===== src/rtl/simple_comparator.sv =====
// simple_comparator: registered equality / magnitude comparator for two
// WIDTH-bit operands. This is a leaf compare stage with one cycle of latency
// and a simple valid qualifier.
// Optional match/mismatch statistics are built when SIMPLE_COMPARATOR_STATS_EN
// is defined.
module simple_comparator #(
  parameter int unsigned WIDTH  = 1,
  parameter bit          SIGNED = 1'b0
) (
  input  logic             clk,
  input  logic             rst,
`ifdef SIMPLE_COMPARATOR_STATS_EN
  input  logic             stats_clr,
  output logic [15:0]      mismatch_cnt,
  output logic [15:0]      match_cnt,
`endif
  input  logic             in_valid,
  input  logic [WIDTH-1:0] input_a,
  input  logic [WIDTH-1:0] input_b,
  output logic             res,
  output logic             lt,
  output logic             gt,
  output logic             out_valid
);

  logic [WIDTH-1:0] sign_flip;
  logic [WIDTH-1:0] a_ord;
  logic [WIDTH-1:0] b_ord;
  logic             a_eq_b;
  logic             a_lt_b;
  logic             a_gt_b;

  // Inverting the MSB maps two's-complement order onto unsigned order,
  // so a single unsigned comparator serves both modes.
  always_comb begin
    sign_flip            = '0;
    sign_flip[WIDTH-1]   = SIGNED;
    a_ord                = input_a ^ sign_flip;
    b_ord                = input_b ^ sign_flip;
    a_eq_b               = (input_a == input_b);
    a_lt_b               = (a_ord < b_ord);
    a_gt_b               = (a_ord > b_ord);
  end

  // Capture the flags only on accepted operands; otherwise hold them and drop out_valid.
  always_ff @(posedge clk) begin
    if (rst) begin
      res       <= 1'b0;
      lt        <= 1'b0;
      gt        <= 1'b0;
      out_valid <= 1'b0;
    end else begin
      out_valid <= in_valid;
      if (in_valid) begin
        res <= a_eq_b;
        lt  <= a_lt_b;
        gt  <= a_gt_b;
      end
    end
  end

`ifdef SIMPLE_COMPARATOR_STATS_EN
  // Saturating counters of accepted compares. A clear beats an increment.
  always_ff @(posedge clk) begin
    if (rst || stats_clr) begin
      match_cnt    <= '0;
      mismatch_cnt <= '0;
    end else if (in_valid) begin
      if (a_eq_b) begin
        if (match_cnt != '1) match_cnt <= match_cnt + 16'd1;
      end else begin
        if (mismatch_cnt != '1) mismatch_cnt <= mismatch_cnt + 16'd1;
      end
    end
  end
`endif

endmodule


===== config.mk =====
export PLATFORM = sky130hd
export DESIGN_NAME = simple_comparator
export DESIGN_NICKNAME = d
export VERILOG_FILES = /design/src/rtl/simple_comparator.sv
export SDC_FILE = /design/constraint.sdc
export NUM_CORES = 1
export LEC_CHECK = 0
export CORE_AREA = 2 2 39 41
export DETAILED_ROUTE_END_ITERATION = 16
export DIE_AREA = 0 0 41 43
export GPL_ROUTABILITY_DRIVEN = 0
export PLACE_DENSITY = 0.34
export SYNTH_ARGS = -nofsm -noshare
export SYNTH_HDL_FRONTEND = slang
export SYNTH_SLANG_ARGS = --single-unit

===== constraint.sdc =====
create_clock -name clk -period 1.5 [get_ports clk]
set_clock_uncertainty 0.1 [all_clocks]
set_input_delay 0.15 -clock clk [delete_from_list [all_inputs] [get_ports clk]]
set_output_delay 0.15 -clock clk [all_outputs]
set_load 0.05 [all_outputs]

==> qor.yml <==
worst_setup_path:
  reg2regPathDepth: 2
  endpoint_kind: "flip-flop"
  cp-startpoint: "input_a"
  cp_num_buf_inv: 2
  cpPeakStageDelay_ns: 0.48
  crit_family: "buffers and inverters"
  reg2reg_slack_ns: 0.80
  cp.required_ns: 1.52
  start_kind: "input pin"
  crit_type: "input pin to flip-flop"
  worstPathMaxFanout: 2
  rr_endpoint: "lt"
  reg2reg_from: "lt"
  cpMaxStageDelayCell: "clkdlybuf4s50_1"
  cp.arrival_ns: 1.14
  cp_cell_sequence: "clkdlybuf4s50_1 > inv_1 > ha_1 > mux2i_1 > nor2_1"
timing:
  rsz0062_at_grt: "false"
  slew_headroom_pct: 86.9
  setup-violations-final: 0
  finalCriticalPeriod_ns: 1.12
  setup_slack_ns: 0.384
  final.setup.tns_ns: 0
  worst_pin_slew_ns: 0.196
  maxSlewViolCount: 0
  finalHoldViolCount: 0
  fmax_mhz: 896
  timing.final.crit_share_pct: 74.4
clock_network:
  cts_sinks: 4
  postCtsResizedCells: 0
  clkLatencyLatePin_ns: 0.23
  post-cts-setup-buffers: 0
  clock_path_buffers: 2
  tritoncts: "done"
  cts.clk_slew.worst_paths_ns: 0.04
  clockRootBuffer: "clkbuf_4"
  htree_num_levels: 1
  postCtsHoldBufs: 0
  cts_buffers: 3
drt:
  viasPerCell: 3.26
  ant_nets: 0
  drc: 0
  drtPass1Iterations: 3
  drt_iter0_markers: 4
  wl_met1_um: 130
  highest_layer: "met3"
  drt-wirelength-per-cell_um: 8.02
  finalWirelength_um: 337
  dr_total_vias: 137
  route.met3.wl_um: 74
  met2_length_um: 132
floorplan:
  row_count: 14
  dieArea_mm2: 0.00176
  start_util_pct: 11.6
  io_pins: 9
  dieWidth_um: 41
  core_area_mm2: 0.00138
  die_h_um: 43
global_routing:
  grt_overflow: 0
  grt_pass1_vias: 118
  grt_use_total_pct: 5.21
  antenna_found_initial: 0
  grt_max_degree: 5
  grt_pass1_wl_um: 489
job:
  cap_viol_max_count: 0
placement:
  place_inst: 39
  pre_cts_slack_ns: 0.124
  port_buffers: 8
  dp_hpwl_um: 257
worst_hold_path:
  hold_depth: 2
  holdCritPathClass: "flip-flop to flip-flop"
  min_to: "res"
  hp-start: "res"
final_layout:
  nFillCells: 165
  post_layout_nonfiller_instances: 42
  drive_gt1_share_pct: 26.9
  area_growth_pct: 70.3
  fin_nets: 35
  final_cell_mix: "dfxtp_1, clkdlybuf4s50_1, buf_4"
  antennaDiodeCount: 0
logic_synthesis:
  yosys_warnings: 0
  synth.yosys.seq_area_share_pct: 50.0
  syn-cell-area_um2: 160
  synth_top_area_share_pct: 50.0
  ys_ff_latch: 4
  syn_inst: 15
  synth_area_per_cell_um2: 10.7
  synth_area_leaders: "dfxtp_1, mux2i_1, ha_1"
  ys_types: 6
  yosys.area.top_type: "dfxtp_1"
  synth_nets: 22
power_and_ir_drop:
  power_density_mw_per_mm2: 1120
  ir_drop_mv: 0.397
  leakagePower_uw: 0.000135
status:
  status: "completed"
layout make-up:
class                      count  area [um^2]  area share, %
clock buffer                   3         22.5           8.26
inverter                       2         7.51           2.75
sequential                     4         80.1           29.4
tap                           16         20.0           7.34
timing repair buffer           8         70.1           25.7
multi-input combinational      9         72.6           26.6
cells by family (layout without fill, tap and decap cells):
| kind of cell | count (synthesis) | in the layout | synth area share (%) |
|---|---|---|---|
| flip-flops | 4 | 4 | 50.0 |
| multiplexers | 3 | 3 | 18.8 |
| buffers and inverters | 2 | 13 | 4.69 |
| AND/OR/NAND/NOR | 4 | 4 | 10.9 |
| adder cells (fa/ha/maj) | 2 | 2 | 15.6 |
per-layer routing:
| layer | vias up | track usage, % |
|---|---|---|
| li1 | 69 | - |
| met1 | 58 | 4.79 |
| met2 | 10 | 4.69 |
| met3 | 0 | 9.95 |
| met4 | 0 | 2.00 |
| met5 | - | 0 |
synth_stat cells, drive strengths merged:
cell type / n
dfxtp: 4
mux2i: 3
nor2: 3
ha: 2
inv: 2
nor2b: 1
flip-flops by register name, indices dropped and copies added (netlist names):
name / count
lt: 1
gt: 1
res: 1
out_valid: 1
stage by stage:
step	power, uW	util, %	instance area (um^2)	hold slack [ns]
6_report	305	19.7	273	0.399
5_1_grt	330	19.7	273	0.432
4_1_cts	316	19.7	273	0.414
3_5_place_dp	172	18.1	250	0.395
3_3_place_gp	172	18.1	250	0.381
2_1_floorplan	147	-	160	0.122
power by group:
| group | total (uW) | internal [uW] | switching [uW] |
|---|---|---|---|
| logic | 54.6 | 23.2 | 31.4 |
| registers | 115 | 113 | 2.35 |
| clock network | 135 | 89.6 | 45.6 |
how the worst max path moves through the flow:
stage	endpoint	slack [ns]	depth (start not counted)
3_3_place_gp	res	0.13	5
6_report	res	0.38	5
4_1_cts	res	0.37	5
5_1_grt	res	0.33	5
3_5_place_dp	res	0.12	5
2_1_floorplan	gt	0.52	2
worst reg2reg max path: stages (launching register included):
cell and delay [ns]:
dfxtp_1 0.30, mux2i_1 0.13, nor2_1 0.05
Power figures use the tool's default switching activity.
